==> config.mk <==
export PLATFORM = sky130hd
export DESIGN_NAME = z80_dma_busctl_flat
export DESIGN_NICKNAME = d
export VERILOG_FILES = /design/src/rtl/z80_dma_pkg.sv /design/src/rtl/z80_dma_busctl_if.sv /design/src/rtl/z80_busreq_hs.sv /design/src/rtl/z80_dma_busctl.sv /design/src/flat_wrapper.sv
export SDC_FILE = /design/constraint.sdc
export NUM_CORES = 1
export LEC_CHECK = 0
export BUFFER_PORTS_ARGS = -buffer_cell sky130_fd_sc_hd__buf_2
export CORE_MARGIN = 2
export CORE_UTILIZATION = 65
export CTS_BUF_LIST = sky130_fd_sc_hd__clkbuf_4 sky130_fd_sc_hd__clkbuf_8
export DETAILED_ROUTE_END_ITERATION = 7
export PLACE_DENSITY = 0.89
export SYNTH_ARGS = -nofsm -noshare
export SYNTH_HDL_FRONTEND = slang
export SYNTH_SLANG_ARGS = --single-unit
==> constraint.sdc <==
create_clock -name clk -period 3.5 [get_ports clk]
set_input_delay 0.7 -clock clk [delete_from_list [all_inputs] [get_ports clk]]
set_output_delay 0.7 -clock clk [all_outputs]
set_load 0.005 [all_outputs]
==> src/rtl/z80_dma_pkg.sv <==
// Shared types and widths for the z80 DMA bus controller slice.
package z80_dma_pkg;

   localparam int unsigned DMA_ADDR_W = 16;
   localparam int unsigned DMA_DATA_W = 8;

   typedef enum logic [2:0] {
      ST_IDLE,
      ST_REQ,
      ST_RD,
      ST_WR,
      ST_NEXT,
      ST_REL,
      ST_GAP,
      ST_DONE
   } dma_state_e;

   // Live copy job: running source/destination pointers and bytes still to move.
   typedef struct packed {
      logic [DMA_ADDR_W-1:0] src;
      logic [DMA_ADDR_W-1:0] dst;
      logic [DMA_ADDR_W-1:0] rem;
   } dma_job_t;

   function automatic logic [DMA_ADDR_W-1:0] addr_inc(input logic [DMA_ADDR_W-1:0] a);
      return a + DMA_ADDR_W'(1);
   endfunction

endpackage

==> src/rtl/z80_dma_busctl_if.sv <==
// Shared-bus signals between the DMA master and the CPU/memory side.
interface z80_dma_busctl_if;
   import z80_dma_pkg::*;

   logic                  busrq_n;
   logic                  busak_n;
   logic                  bus_own;
   logic [DMA_ADDR_W-1:0] dma_a;
   logic [DMA_DATA_W-1:0] dma_do;
   logic [DMA_DATA_W-1:0] dma_di;
   logic                  dma_mreq_n;
   logic                  dma_rd_n;
   logic                  dma_wr_n;

   modport master (
      output busrq_n, bus_own, dma_a, dma_do, dma_mreq_n, dma_rd_n, dma_wr_n,
      input  busak_n, dma_di
   );

   modport slave (
      input  busrq_n, bus_own, dma_a, dma_do, dma_mreq_n, dma_rd_n, dma_wr_n,
      output busak_n, dma_di
   );

endinterface

==> src/rtl/z80_busreq_hs.sv <==
// busrq_n/busak_n handshake decode plus the post-yield gap counter.
module z80_busreq_hs #(
   parameter int unsigned GAP_CYCLES = 4
) (
   input  logic clk,
   input  logic reset,
   input  logic want_bus,
   input  logic busak_n,
   input  logic in_gap,
   output logic busrq_n,
   output logic granted,
   output logic released,
   output logic gap_done_c
);

   localparam int unsigned GAP_W    = 16;
   localparam int unsigned GAP_LAST = (GAP_CYCLES == 0) ? 0 : GAP_CYCLES - 1;

   logic [GAP_W-1:0] gap_cnt;

   // Counts clocks spent in GAP; cleared whenever the FSM is elsewhere.
   always_ff @(posedge clk) begin
      if (reset) begin
         gap_cnt <= '0;
      end else if (!in_gap) begin
         gap_cnt <= '0;
      end else begin
         gap_cnt <= gap_cnt + GAP_W'(1);
      end
   end

   // want_bus is a flop in the parent, so busrq_n is glitch-free.
   assign busrq_n    = ~want_bus;
   assign granted    = want_bus & ~busak_n;
   assign released   = ~want_bus & busak_n;
   assign gap_done_c = in_gap && (gap_cnt >= GAP_W'(GAP_LAST));

endmodule

==> src/rtl/z80_dma_busctl.sv <==
// Bus-mastering LDIR-style block copy beside the tv80s core, yielding the bus between bursts.
// Define Z80_DMA_SEARCH_EN to add the CPIR-style compare/search mode.
module z80_dma_busctl
   import z80_dma_pkg::*;
#(
   parameter int unsigned BURST_LEN  = 16,
   parameter int unsigned GAP_CYCLES = 4,
   parameter int unsigned RD_WAIT    = 1,
   parameter int unsigned WR_WAIT    = 0
) (
   input  logic                  clk,
   input  logic                  reset,
   input  logic                  start,
   input  logic [DMA_ADDR_W-1:0] src_addr,
   input  logic [DMA_ADDR_W-1:0] dst_addr,
   input  logic [DMA_ADDR_W-1:0] len,
   output logic                  busy,
   output logic                  done,
`ifdef Z80_DMA_SEARCH_EN
   input  logic                  cmp_mode,
   input  logic [DMA_DATA_W-1:0] match_val,
   output logic                  match,
   output logic [DMA_ADDR_W-1:0] match_addr,
`endif
   z80_dma_busctl_if.master      bus
);

   localparam int unsigned WAIT_W = 8;

   dma_state_e            state;
   dma_job_t              job;
   logic [DMA_ADDR_W-1:0] burst_cnt;
   logic [DMA_ADDR_W-1:0] burst_nxt;
   logic [WAIT_W-1:0]     wait_cnt;
   logic [DMA_DATA_W-1:0] data;
   logic [DMA_ADDR_W-1:0] dma_a_q;
   logic                  final_q;
   logic                  want_bus;
   logic                  bus_own_q;
   logic                  mreq_n_q;
   logic                  rd_n_q;
   logic                  wr_n_q;
   logic                  busrq_n_w;
   logic                  granted;
   logic                  released;
   logic                  gap_done_c;
   logic                  in_gap_c;
   logic                  search_c;
   logic                  hit_c;
   logic                  last_c;
   logic                  burst_full_c;

`ifdef Z80_DMA_SEARCH_EN
   logic                  cmp_q;
   logic [DMA_DATA_W-1:0] mval_q;
   assign search_c = cmp_q;
   assign hit_c    = cmp_q && (data == mval_q);
`else
   assign search_c = 1'b0;
   assign hit_c    = 1'b0;
`endif

   assign in_gap_c     = (state == ST_GAP);
   assign burst_nxt    = burst_cnt + DMA_ADDR_W'(1);
   assign last_c       = (job.rem == DMA_ADDR_W'(1));
   assign burst_full_c = (burst_nxt == DMA_ADDR_W'(BURST_LEN));

   z80_busreq_hs #(
      .GAP_CYCLES (GAP_CYCLES)
   ) u_hs (
      .clk        (clk),
      .reset      (reset),
      .want_bus   (want_bus),
      .busak_n    (bus.busak_n),
      .in_gap     (in_gap_c),
      .busrq_n    (busrq_n_w),
      .granted    (granted),
      .released   (released),
      .gap_done_c (gap_done_c)
   );

   assign bus.busrq_n    = busrq_n_w;
   assign bus.bus_own    = bus_own_q;
   assign bus.dma_a      = dma_a_q;
   assign bus.dma_do     = data;
   assign bus.dma_mreq_n = mreq_n_q;
   assign bus.dma_rd_n   = rd_n_q;
   assign bus.dma_wr_n   = wr_n_q;

   // Outputs are loaded on the transition into each state so they are valid for its whole duration.
   always_ff @(posedge clk) begin
      if (reset) begin
         state     <= ST_IDLE;
         job       <= '0;
         burst_cnt <= '0;
         wait_cnt  <= '0;
         data      <= '0;
         dma_a_q   <= '0;
         final_q   <= 1'b0;
         want_bus  <= 1'b0;
         bus_own_q <= 1'b0;
         mreq_n_q  <= 1'b1;
         rd_n_q    <= 1'b1;
         wr_n_q    <= 1'b1;
         busy      <= 1'b0;
         done      <= 1'b0;
`ifdef Z80_DMA_SEARCH_EN
         cmp_q      <= 1'b0;
         mval_q     <= '0;
         match      <= 1'b0;
         match_addr <= '0;
`endif
      end else begin
         done <= 1'b0;
         unique case (state)
            ST_IDLE: begin
               if (start) begin
                  busy <= 1'b1;
`ifdef Z80_DMA_SEARCH_EN
                  cmp_q  <= cmp_mode;
                  mval_q <= match_val;
                  match  <= 1'b0;
`endif
                  if (len == '0) begin
                     state <= ST_DONE;
                  end else begin
                     job.src   <= src_addr;
                     job.dst   <= dst_addr;
                     job.rem   <= len;
                     burst_cnt <= '0;
                     want_bus  <= 1'b1;
                     state     <= ST_REQ;
                  end
               end
            end
            ST_REQ: begin
               if (granted) begin
                  bus_own_q <= 1'b1;
                  dma_a_q   <= job.src;
                  mreq_n_q  <= 1'b0;
                  rd_n_q    <= 1'b0;
                  wait_cnt  <= '0;
                  state     <= ST_RD;
               end
            end
            ST_RD: begin
               // Memory answers one clock after the address, so sample on the last read clock.
               if (wait_cnt == WAIT_W'(RD_WAIT)) begin
                  data     <= bus.dma_di;
                  rd_n_q   <= 1'b1;
                  wait_cnt <= '0;
                  if (search_c) begin
                     mreq_n_q <= 1'b1;
                     state    <= ST_NEXT;
                  end else begin
                     dma_a_q <= job.dst;
                     wr_n_q  <= 1'b0;
                     state   <= ST_WR;
                  end
               end else begin
                  wait_cnt <= wait_cnt + WAIT_W'(1);
               end
            end
            ST_WR: begin
               if (wait_cnt == WAIT_W'(WR_WAIT)) begin
                  mreq_n_q <= 1'b1;
                  wr_n_q   <= 1'b1;
                  state    <= ST_NEXT;
               end else begin
                  wait_cnt <= wait_cnt + WAIT_W'(1);
               end
            end
            ST_NEXT: begin
               job.src   <= addr_inc(job.src);
               job.dst   <= addr_inc(job.dst);
               job.rem   <= job.rem - DMA_ADDR_W'(1);
               burst_cnt <= burst_nxt;
`ifdef Z80_DMA_SEARCH_EN
               if (hit_c) begin
                  match      <= 1'b1;
                  match_addr <= job.src;
               end
`endif
               if (last_c || hit_c) begin
                  final_q   <= 1'b1;
                  want_bus  <= 1'b0;
                  bus_own_q <= 1'b0;
                  state     <= ST_REL;
               end else if (burst_full_c) begin
                  final_q   <= 1'b0;
                  want_bus  <= 1'b0;
                  bus_own_q <= 1'b0;
                  burst_cnt <= '0;
                  state     <= ST_REL;
               end else begin
                  dma_a_q  <= addr_inc(job.src);
                  mreq_n_q <= 1'b0;
                  rd_n_q   <= 1'b0;
                  wait_cnt <= '0;
                  state    <= ST_RD;
               end
            end
            ST_REL: begin
               if (released) begin
                  state <= final_q ? ST_DONE : ST_GAP;
               end
            end
            ST_GAP: begin
               if (gap_done_c) begin
                  want_bus <= 1'b1;
                  state    <= ST_REQ;
               end
            end
            ST_DONE: begin
               done  <= 1'b1;
               busy  <= 1'b0;
               state <= ST_IDLE;
            end
            default: state <= ST_IDLE;
         endcase
      end
   end

endmodule

==> src/flat_wrapper.sv <==
// flat-port wrapper written by rule: the top's interface ports become plain ports
module z80_dma_busctl_flat import z80_dma_pkg::*;
#(
   parameter int unsigned BURST_LEN  = 16,
   parameter int unsigned GAP_CYCLES = 4,
   parameter int unsigned RD_WAIT    = 1,
   parameter int unsigned WR_WAIT    = 0
)
  (clk, reset, start, src_addr, dst_addr, len, busy, done, bus_busrq_n, bus_bus_own, bus_dma_a, bus_dma_do, bus_dma_mreq_n, bus_dma_rd_n, bus_dma_wr_n, bus_busak_n, bus_dma_di);
  z80_dma_busctl_if bus_i ();
  input  logic clk;
  input  logic reset;
  input  logic start;
  input  logic [DMA_ADDR_W-1:0] src_addr;
  input  logic [DMA_ADDR_W-1:0] dst_addr;
  input  logic [DMA_ADDR_W-1:0] len;
  output logic busy;
  output logic done;
  output wire logic [$bits(bus_i.busrq_n)-1:0] bus_busrq_n;
  output wire logic [$bits(bus_i.bus_own)-1:0] bus_bus_own;
  output wire logic [$bits(bus_i.dma_a)-1:0] bus_dma_a;
  output wire logic [$bits(bus_i.dma_do)-1:0] bus_dma_do;
  output wire logic [$bits(bus_i.dma_mreq_n)-1:0] bus_dma_mreq_n;
  output wire logic [$bits(bus_i.dma_rd_n)-1:0] bus_dma_rd_n;
  output wire logic [$bits(bus_i.dma_wr_n)-1:0] bus_dma_wr_n;
  input wire logic [$bits(bus_i.busak_n)-1:0] bus_busak_n;
  input wire logic [$bits(bus_i.dma_di)-1:0] bus_dma_di;
  assign bus_busrq_n = bus_i.busrq_n;
  assign bus_bus_own = bus_i.bus_own;
  assign bus_dma_a = bus_i.dma_a;
  assign bus_dma_do = bus_i.dma_do;
  assign bus_dma_mreq_n = bus_i.dma_mreq_n;
  assign bus_dma_rd_n = bus_i.dma_rd_n;
  assign bus_dma_wr_n = bus_i.dma_wr_n;
  assign bus_i.busak_n = bus_busak_n;
  assign bus_i.dma_di = bus_dma_di;
  z80_dma_busctl #(.BURST_LEN(BURST_LEN), .GAP_CYCLES(GAP_CYCLES), .RD_WAIT(RD_WAIT), .WR_WAIT(WR_WAIT)) u_core (.clk(clk), .reset(reset), .start(start), .src_addr(src_addr), .dst_addr(dst_addr), .len(len), .busy(busy), .done(done), .bus(bus_i));
endmodule
==> impl_metrics.toml <==
[status]
status = "finished clean"

[grt]
grt_usage_pct = 33.7
grt_overflow = 0
antenna_found_initial = 0
grt_pass1_vias = 6404
grt_pass1_wl_um = 30400
grt_max_degree = 67

[logic_synthesis]
synth_warnings = 0
seq_area_frac_synth_pct = 36.8
synth_top_area_share_pct = 36.8
synth_area_sq_mm = 0.00669
synthTopCellsByCount = "dfxtp_1 (123), nor2_1 (108), a21oi_1 (82), nand2_1 (76), o21ai_0 (65)"
syn_avg_cell_area_sq_um = 7.63
synth.area.top_cells = "dfxtp_1 (37%), a21oi_1 (6.1%), nor2_1 (6.1%), a211oi_1 (4.9%), o21ai_0 (4.9%)"
synth_edf_count = 0
synth-main-ff-cell = "dfxtp_1"
postSynthCellCount = 876
synth_area_leader_cell = "dfxtp_1"
synth-seq-cells = 123
synth_nets = 945
yosysMostFrequentCell = "dfxtp_1"
synth_cell_type_count = 63
async_flop_share_pct = 0

[clock_network]
clockBufferDepth = 2
htreeDepth = 4
cts.clk_slew.worst_paths_ns = 0.08
cts-root-buf = "clkbuf_8"
cts_setup_buffers = 0
cts_sinks = 123
cts_resized = 0
cts_buffers = 17
ctsHoldBuffers = 0
tritoncts = "yes"
clk-insertion-delay-late_ns = 0.46

[worst_setup_path]
r2r_start = "u_core.state[2]"
end_kind = "flip-flop"
arrival_ns = 3.19
crit_path_start_kind = "flip-flop"
startpoint = "u_core.state[2]"
critPathKind = "reg -> reg"
critPathRequiredTime_ns = 3.84
worst-path-max-fanout = 33

[pwr]
p_leak_uw = 0.00275
power_frac_comb_pct = 42.1
clock_power_share_pct = 22.1
power_density_mw_per_mm2 = 761
pwr-share-seq_pct = 35.8
p_sw_share_pct = 42.4
p_switching_uw = 2460
intPower_uw = 3340
ir_worst_vdd_mv = 0.517

[die]
die-area_sq_mm = 0.0111
pin_count = 91
die_h_um = 105
die_x_um = 105
core-area_sq_mm = 0.0101
num_rows = 37
initial_utilization_pct = 66.0

[finish]
fillers = 806
fin_nets = 1009
diodes = 0
drive_gt1_share_pct = 16.1
syn_to_final_growth_pct = 14.0

[drt]
drt_iter0_markers = 699
via_per_inst = 6.40
via_count = 6974
post_drt_wl_per_cell_um = 16.7
drt_drc_violations_left = 0
ant_nets = 0
drt_pre_antenna_iters = 6
drt_wl_total_um = 18200

[placement]
gp_congestion = 0.931
hpwlAfterDp_um = 12500
place_ws_ns = 0.537
port-buffer-count = 90

[hold_path]
hold_start = "u_core.final_q"
holdCritPathClass = "reg -> reg"

[timing]
setup_viol = 0
fin_crit_sh_pct = 81.3
post-route-min-period_ns = 2.84
slew_viol_final = 0
rsz0062_at_grt = "no"
fin_skew_ns = 0.0120
setup_slack_ns = 0.656
tns_ns = 0
max-slew-margin-rel_pct = 21.6
hold_viol_final = 0
fmax_ghz = 0.352
tightest_slew_ns = 1.17

[run]
cap_violations = 0
worst max-delay path, cell delays in order, from the launching register on:
cell and delay (ns):
dfxtp_1 0.39, buf_4 0.30, nor2b_1 0.44, nand2_2 0.36
o22ai_1 0.31, nand2_1 0.09, a21oi_2 0.11, buf_4 0.33
nor2b_1 0.09, or3_1 0.31
flip-flops by register name (all words and copies together), names as in the netlist, 3 cells and up:
signal and flops:
u_core.bus.dma_do 8, u_core.bus.dma_a 16, u_core.state 3, u_core.u_hs.gap_cnt 16, u_core.job 48, u_core.burst_cnt 16, u_core.wait_cnt 8
logic make-up after synthesis:
| family | share of synthesized area [%] |
|---|---|
| flops | 36.8 |
| compound gates | 25.2 |
| mux | 1.50 |
| fa+ha+maj | 1.68 |
| buf+inv | 4.47 |
| simple gates | 27.5 |
| xor+xnor | 2.88 |
cell type report:
| class | count | area [sq um] | share of cell area (%) |
|---|---|---|---|
| flip-flops and latches | 123 | 2460 | 32.3 |
| clock inverters | 10 | 115 | 1.51 |
| inverters | 17 | 63.8 | 0.837 |
| well taps | 136 | 170 | 2.23 |
| multi-input cells | 676 | 3950 | 51.7 |
| clock buffers | 22 | 290 | 3.81 |
| repair buffers | 105 | 578 | 7.58 |
path summary, 6_finish.rpt:
kind / depth (start not counted) / endpoint / slack (ns)
worst min-delay path: 2 / u_core.final_q / 0.46
worst min register to register: 2 / u_core.final_q / 0.46
worst max-delay path: 9 / u_core.bus.dma_rd_n / 0.66
worst max register to register: 9 / u_core.bus.dma_rd_n / 0.66
power by group through the flow:
stage               Combinational (uW)  Sequential, uW  Clock, uW
detailed placement                2390            2090          0
finish                            2440            2080       1280
floorplan                         1740            1990          0
global placement                  2340            2080          0
global route                      2710            2120       1350
CTS                               2400            2060       1290
layer usage:
metal / vias to the layer above / global-route usage (%) / wire [um]
li1: 3390 / - / -
met1: 3178 / 43.7 / 7640
met2: 342 / 53.5 / 8520
met3: 64 / 6.68 / 1330
met4: 0 / 16.6 / 743
met5: - / 0 / 0
metrics by stage:
| step | power (uW) | util [%] | cells | hold slack, ns | instance area [sq um] |
|---|---|---|---|---|---|
| finish | 5800 | 75.2 | 1089 | 0.463 | 7630 |
| global route | 6190 | 75.2 | 1089 | 0.481 | 7630 |
| CTS | 5760 | 75.2 | 1089 | 0.460 | 7630 |
| detailed placement | 4470 | 71.2 | 1057 | 0.450 | 7220 |
| global placement | 4420 | 71.2 | 1057 | 0.444 | 7220 |
| floorplan | 3730 | - | 876 | 0.430 | 6690 |
cells in the final DEF, fill, tap and decap left out, types with 4 or more instances in the layout:
cell,netlist,final
dfxtp_1,123,123
nor2_1,108,107
buf_2,5,89
a21oi_1,82,81
nand2_1,76,75
o21ai_0,65,65
a211oi_1,44,44
nand3_1,39,39
nor3_1,25,25
nor4_1,21,20
clkbuf_8,0,20
inv_1,17,17
nand4_1,16,16
o22ai_1,15,15
a221oi_1,15,15
buf_4,1,15
or3_1,14,14
xor2_1,14,14
and3_1,13,13
nor2b_1,11,11
a31oi_1,11,11
mux2i_1,10,10
ha_1,9,9
xnor2_1,8,8
nor3b_1,7,7
or4_1,6,6
a21o_1,6,6
and4_1,5,5
a311oi_1,4,4
o221ai_1,4,4
clkinv_2,0,4
Power figures use the tool's default switching activity.
